===== src/rtl/alu_4b_reg_if.sv =====
// rtl/alu_4b_reg_if.sv - operand/opcode and registered result/flag bundle for alu_4b_reg
//
// Purpose: groups the ALU operand, opcode and registered result/status signals.
// Signals:
//   A, B     WIDTH  operands (unsigned / two's complement)
//   ALU_Sel  3      opcode
//   ALU_Out  WIDTH  registered result
//   carry    1      registered carry / borrow / shift-out
//   zero     1      registered, ALU_Out == 0
//   neg      1      registered, ALU_Out MSB
//   ovf      1      registered signed overflow
// Modports: master drives operands and opcode; slave (the ALU) drives the result and flags.
interface alu_4b_reg_if #(
    parameter int WIDTH = 4
);
    logic [WIDTH-1:0] A;
    logic [WIDTH-1:0] B;
    logic [2:0]       ALU_Sel;
    logic [WIDTH-1:0] ALU_Out;
    logic             carry;
    logic             zero;
    logic             neg;
    logic             ovf;

    modport master (
        output A, B, ALU_Sel,
        input  ALU_Out, carry, zero, neg, ovf
    );

    modport slave (
        input  A, B, ALU_Sel,
        output ALU_Out, carry, zero, neg, ovf
    );
endinterface


===== src/rtl/alu_4b_reg.sv =====
// rtl/alu_4b_reg.sv - registered WIDTH-bit ALU with carry/zero/neg/ovf status flags
//
// Purpose: combinational add/sub/and/or/xor/not/shl/shr datapath feeding a single
// output register stage, giving one result per clock at a latency of one cycle.
// Ports:
//   clk    rising-edge clock
//   rst_n  asynchronous active-low reset; forces ALU_Out=0, zero=1, other flags 0
//   bus    alu_4b_reg_if.slave: A, B, ALU_Sel in; ALU_Out, carry, zero, neg, ovf out
module alu_4b_reg #(
    parameter int WIDTH = 4
) (
    input  logic         clk,
    input  logic         rst_n,
    alu_4b_reg_if.slave  bus
);

    typedef enum logic [2:0] {
        OP_ADD = 3'b000,
        OP_SUB = 3'b001,
        OP_AND = 3'b010,
        OP_OR  = 3'b011,
        OP_XOR = 3'b100,
        OP_NOT = 3'b101,
        OP_SHL = 3'b110,
        OP_SHR = 3'b111
    } alu_op_e;

    localparam int MSB = WIDTH - 1;

    logic [WIDTH:0]   sum_ext;
    logic [WIDTH:0]   diff_ext;
    logic [WIDTH-1:0] res_next;
    logic             carry_next;
    logic             ovf_next;

    // One extra bit on each side so bit WIDTH holds the carry out of the add
    // and, for the subtract, the borrow (set exactly when A < B unsigned).
    assign sum_ext  = {1'b0, bus.A} + {1'b0, bus.B};
    assign diff_ext = {1'b0, bus.A} - {1'b0, bus.B};

    always_comb begin
        res_next   = '0;
        carry_next = 1'b0;
        ovf_next   = 1'b0;
        unique case (alu_op_e'(bus.ALU_Sel))
            OP_ADD: begin
                res_next   = sum_ext[WIDTH-1:0];
                carry_next = sum_ext[WIDTH];
                ovf_next   = (bus.A[MSB] == bus.B[MSB]) && (sum_ext[MSB] != bus.A[MSB]);
            end
            OP_SUB: begin
                res_next   = diff_ext[WIDTH-1:0];
                carry_next = diff_ext[WIDTH];
                ovf_next   = (bus.A[MSB] != bus.B[MSB]) && (diff_ext[MSB] != bus.A[MSB]);
            end
            OP_AND: res_next = bus.A & bus.B;
            OP_OR:  res_next = bus.A | bus.B;
            OP_XOR: res_next = bus.A ^ bus.B;
            OP_NOT: res_next = ~bus.A;
            OP_SHL: begin
                res_next   = {bus.A[WIDTH-2:0], 1'b0};
                carry_next = bus.A[MSB];
            end
            OP_SHR: begin
                res_next   = {1'b0, bus.A[WIDTH-1:1]};
                carry_next = bus.A[0];
            end
            default: ;
        endcase
    end

    always_ff @(posedge clk or negedge rst_n) begin
        if (!rst_n) begin
            bus.ALU_Out <= '0;
            bus.carry   <= 1'b0;
            bus.zero    <= 1'b1;
            bus.neg     <= 1'b0;
            bus.ovf     <= 1'b0;
        end else begin
            bus.ALU_Out <= res_next;
            bus.carry   <= carry_next;
            bus.zero    <= (res_next == '0);
            bus.neg     <= res_next[MSB];
            bus.ovf     <= ovf_next;
        end
    end

endmodule


===== src/flat_wrapper.sv =====
// flat-port wrapper written by rule: the top's interface ports become plain ports
module alu_4b_reg_flat 
#(
    parameter int WIDTH = 4
)
  (clk, rst_n, bus_A, bus_B, bus_ALU_Sel, bus_ALU_Out, bus_carry, bus_zero, bus_neg, bus_ovf);
  alu_4b_reg_if #(.WIDTH(WIDTH)) bus_i ();
  input  logic clk;
  input  logic rst_n;
  input wire logic [$bits(bus_i.A)-1:0] bus_A;
  input wire logic [$bits(bus_i.B)-1:0] bus_B;
  input wire logic [$bits(bus_i.ALU_Sel)-1:0] bus_ALU_Sel;
  output wire logic [$bits(bus_i.ALU_Out)-1:0] bus_ALU_Out;
  output wire logic [$bits(bus_i.carry)-1:0] bus_carry;
  output wire logic [$bits(bus_i.zero)-1:0] bus_zero;
  output wire logic [$bits(bus_i.neg)-1:0] bus_neg;
  output wire logic [$bits(bus_i.ovf)-1:0] bus_ovf;
  assign bus_i.A = bus_A;
  assign bus_i.B = bus_B;
  assign bus_i.ALU_Sel = bus_ALU_Sel;
  assign bus_ALU_Out = bus_i.ALU_Out;
  assign bus_carry = bus_i.carry;
  assign bus_zero = bus_i.zero;
  assign bus_neg = bus_i.neg;
  assign bus_ovf = bus_i.ovf;
  alu_4b_reg #(.WIDTH(WIDTH)) u_core (.clk(clk), .rst_n(rst_n), .bus(bus_i));
endmodule

===== config.mk =====
export PLATFORM = sky130hd
export DESIGN_NAME = alu_4b_reg_flat
export DESIGN_NICKNAME = d
export VERILOG_FILES = /design/src/rtl/alu_4b_reg_if.sv /design/src/rtl/alu_4b_reg.sv /design/src/flat_wrapper.sv
export SDC_FILE = /design/constraint.sdc
export NUM_CORES = 1
export LEC_CHECK = 0
export BUFFER_PORTS_ARGS = -buffer_cell sky130_fd_sc_hd__buf_2
export CORE_UTILIZATION = 58
export DETAILED_ROUTE_END_ITERATION = 16
export PLACE_DENSITY = 0.84
export SETUP_SLACK_MARGIN = 0.3
export SLEW_MARGIN = 20
export SYNTH_ARGS = -nofsm -noshare
export SYNTH_HDL_FRONTEND = slang
export SYNTH_SLANG_ARGS = --single-unit

===== constraint.sdc =====
create_clock -name clk -period 0.8 [get_ports clk]
set_input_delay 0.04 -clock clk [delete_from_list [all_inputs] [get_ports clk]]
set_output_delay 0.04 -clock clk [all_outputs]
set_load 0.005 [all_outputs]

==> impl_results.md, run 1 <==
* Postcts setup bufs at 9
* Synth Area in Compound Gates at 18.3%
* Clock Tree Buf Depth at 2
* Post-synthesis area per instance at 8.31 um2
* Synth Area in XOR/XNOR at approximately 4.5%
* Tool Error: [ERROR DPL-0038] Utilization greater than 100%, impossible to legalize
* Sequential cell area fraction in the yosys report at 18.1%
* Top_reg_cell synth: dfrtp_1
* Hold_buf cts at 1
* #FFs+latches synth at 7
* CTS root buffer: clkbuf_4
* Initial Util at 63.1%
* Number of distinct library cells after synthesis at 40
* PortBufs at 20
* Top cell type's share of synthesized area at 20.6%
* GPL Wtd Cong at 0.893
* CTS HTree Levels at 1
* Placed Instances at 182
* Post-synthesis mux area share at 4.12%
* Cells after Synth at 117
* Failing step: clock tree synthesis
* # resized after CTS at 20
* CTS Buf Count at 3
* Synth area leader: ha_1
* Die Y at ~43 um
* Yosys warns at 0
* Most numerous cell in the Yosys netlist: ha_1
* Adder-Cell Fraction of Synth Area at 24.7%
* Row Count at 14
* Post-synth top cells: 16 x ha_1, 12 x inv_1, 8 x nand2_1, 7 x nor2_1, 7 x o21ai_0
* Post-DP HPWL at 2.74 mm
* Number of synthesized flops with an enable pin at 0
* Synth area leaders: ha_1 21%, dfrtp_1 15%, inv_1 4.6%, fa_1 4.1%, mux2i_1 4.1%
* Pre-CTS WS at -1130 ps
* Main combinational cell family by area after synthesis: adder cells
* Post-synthesis net count at ~150
* Ys async rst share at 100%
* Status: did not finish
* Simple-gate share of the synthesized area at 21.1%
* Chip width at 42.9 um
* Clock Sinks at 7
* IO Pins at 21
* Synth Cell Area at between 900 and 1000 um2
-- per-stage QoR --
step | util [%] | instance area, um2 | TNS, ps | hold WS (ps)
floorplan | - | 1120 | -2510 | -256
global placement | 93.5 | 1440 | -4680 | -131
detailed placement | 93.5 | 1440 | -5490 | -127
-- logic make-up after synthesis --
family / count (synthesis)
and+or+nand+nor: 37
AOI/OAI and AO/OA: 27
buffers and inverters: 19
adders and majority gates: 18
DFF: 7
xor gates and xnor gates: 5
muxes: 4
==> run 2: changes to the inputs <==
- CORE_AREA: default -> 2 2 63 65
- CORE_UTILIZATION: 58 -> default
- DIE_AREA: default -> 0 0 65 67
- PLACE_DENSITY: 0.84 -> default
- PLACE_DENSITY_LB_ADDON: default -> 0.15
- SETUP_SLACK_MARGIN: 0.3 -> default
==> impl_results.md, run 2 <==
* Status: finished with violations
* Failing checks: negative setup slack
* Largest net degree at the start of global routing at 13
* Number of global-route vias before repair at 1081
* Hold Slack at 174 ps
* Most frequent cells in the layout: 41 x buf_4, 14 x buf_6, 13 x buf_2, 8 x ha_4, 7 x inv_1
* Row Count at 22 (+8)
* Top cell type's share of synthesized area at 20.6% (unchanged)
* Post-DR wirelength/cell at 12.4 um
* Layout cells sized above 1 at between 60% and 70%
* Synth area leader: ha_1
* Core area at 3610 um2
* Non-filler cells, final at roughly 240
* #FFs+latches synth at 7 (unchanged)
* Placed Instances at 219 (+20%)
* Worst Path Arrival at 1520 ps
* 1st-pass router iterations at 4
* Pre-CTS WS at -962 ps (+172 ps)
* WL final at 2.91 mm
* Worst EP required at 940 ps
* Worst Setup End Kind: flip-flop
* Fill cell count at between 300 and 400
* Number of synthesized flops with an enable pin at 0 (unchanged)
* Biggest register: u_core.bus.ALU_Out
* IO Pins at 21 (unchanged)
* Max-cap violations at 0
* Die area at around 4400 um2
* Max Freq at roughly 720 MHz
* Number of distinct library cells after synthesis at 40 (unchanged)
* Initial DRC count at 19
* Final Cycle Share at 173%
* GPL Wtd Cong at 0.822 (-7.9%)
* CTS Buf Count at 3 (unchanged)
* Sequential cell area fraction in the yosys report at 18.1% (unchanged)
* Post-synthesis net count at 148 (unchanged)
* Ys async rst share at 100% (unchanged)
* HP Class: in -> async
* RSZ-0062 raised after global routing: true
* Cells after Synth at 117 (unchanged)
* Final critical-path setup slack at -585 ps
* Clock Sinks at 7 (unchanged)
* Post-route DRC at 0
* Fin area at 1910 um2
* Static Leakage at about 0.00086 uW
* VDD IR-drop max at roughly 0.37 mV
* TritonCTS clock tree: done
* Antenna violations before repair at 0
* Synth Cell Area at 972 um2 (unchanged)
* Initial Util at 27.0% (-36 points)
* Most numerous cell in the Yosys netlist: ha_1
* Post-synth top cells: 16 x ha_1, 12 x inv_1, 8 x nand2_1, 7 x nor2_1, 7 x o21ai_0
* Hold Fails Final Rpt at 0
* Top_reg_cell synth: dfrtp_1
* CTS clk-pin slew, worst paths at 40 ps
* Largest register FFs at 4
* Post-Place Cell Area at 1520 um2 (+5.4%)
* Synth area leaders: ha_1 21%, dfrtp_1 15%, inv_1 4.6%, fa_1 4.1%, mux2i_1 4.1%
* PortBufs at 20 (unchanged)
* Rel. slew slack at 78.4%
* Crit path time final at about 1400 ps
* Grt total ovfl at 0
* First-pass GRT wire length at 4.62 mm
* Gr usage total at 13.6%
* N_diodes at 0
* Worst Tran Pin Value at about 320 ps
* Setup violators final at 8
* WS Path Type: in -> reg
* Post-DP HPWL at 2.21 mm (-19%)
* Avg Vias per Cell at 4.58
* Clock Tree Buf Depth at 2 (unchanged)
* Nets at 219
* Chip width at 65 um (+51%)
* Die Y at 67 um (+56%)
* PD cells at 1010 nW/um2
* Slew Viols, Final at 0
* CTS HTree Levels at 1 (unchanged)
* CTS root buffer: clkbuf_8
* Post-synthesis area per instance at 8.31 um2 (unchanged)
* Vias at 1076
* Most common cell after layout, fill and taps aside: buf_4
* CP Launch Type: input port
* Yosys warns at 0 (unchanged)
* Final ANT Viol Nets at 0
* Area Growth Syn to Fin at 96.1%
* Max Fanout on Critical Path at 2
run 2: worst max-delay path: stages:
cell	delay, ps
buf_12	110
inv_12	40
ha_4	120
inv_2	40
fa_2	360
nor2b_2	140
nor4_2	60
a2111oi_2	250
o22ai_2	140
nor4b_2	220
run 2: layout make-up:
cell class                      instances  area [um2]  share of cell area [%]
Inverter                               13        75.1                    3.94
Clock buffer                            4        45.0                    2.36
Tap cell                               48        60.1                    3.15
Multi-Input combinational cell         91         960                    50.3
Sequential cell                         7         176                    9.25
Timing Repair Buffer                   72         591                    31.0
run 2: through the flow:
stage / power (uW) / setup TNS (ps) / util, %
finish: 1930 / -3240 / 52.9
global route: 2080 / -3900 / 52.9
CTS: 1790 / -3290 / 46.9
detailed placement: 1230 / -5080 / 42.1
global placement: 1220 / -4990 / 42.1
floorplan: 867 / -2510 / -
run 2: power by group:
group	total (uW)	internal [uW]	switching [uW]
Combinational	1040	575	467
Clock	477	343	134
Sequential	414	405	9.62
Total	1930	1320	611
run 2: layer usage:
| metal | vias to the layer above | GRT usage [%] | routed length (um) |
|---|---|---|---|
| li1 | 538 | - | - |
| met1 | 513 | 15.4 | 1160 |
| met2 | 21 | 25.9 | 1610 |
| met3 | 4 | 1.01 | 112 |
| met4 | 0 | 5.59 | 32 |
| met5 | - | 0 | 0 |
run 2: timing repair:
| action | CTS | global route |
|---|---|---|
| pin swaps | 12 | 14 |
| hold buffers | 1 | 0 |
| buffers inserted | 3 | 11 |
| hold endpoints to repair | 7 | 0 |
| endpoints found under the setup margin | 8 | 8 |
| gates resized for setup | 25 | 38 |
run 2: worst paths after layout:
check / from / end / slack (ps) / cells past startpoint
setup / recovery: bus_A[0] / u_core.bus.zero / -580 / 10
max in group asynchronous: rst_n / u_core.bus.zero / 400 / 2
min in group clk: bus_ALU_Sel[1] / u_core.bus.carry / 270 / 4
hold / removal: rst_n / u_core.bus.ALU_Out[0] / 170 / 2
run 2: logic make-up (layout without fill, tap and decap cells):
group | Yosys count | count (layout) | share of synthesized area (%)
muxes | 4 | 4 | 4.12
adders and majority gates | 18 | 18 | 24.7
DFF | 7 | 7 | 18.1
AOI/OAI and AO/OA | 27 | 27 | 18.3
and+or+nand+nor | 37 | 37 | 21.1
buffers and inverters | 19 | 89 | 9.14
xor gates and xnor gates | 5 | 5 | 4.50
(Power assumes the default switching activity.)
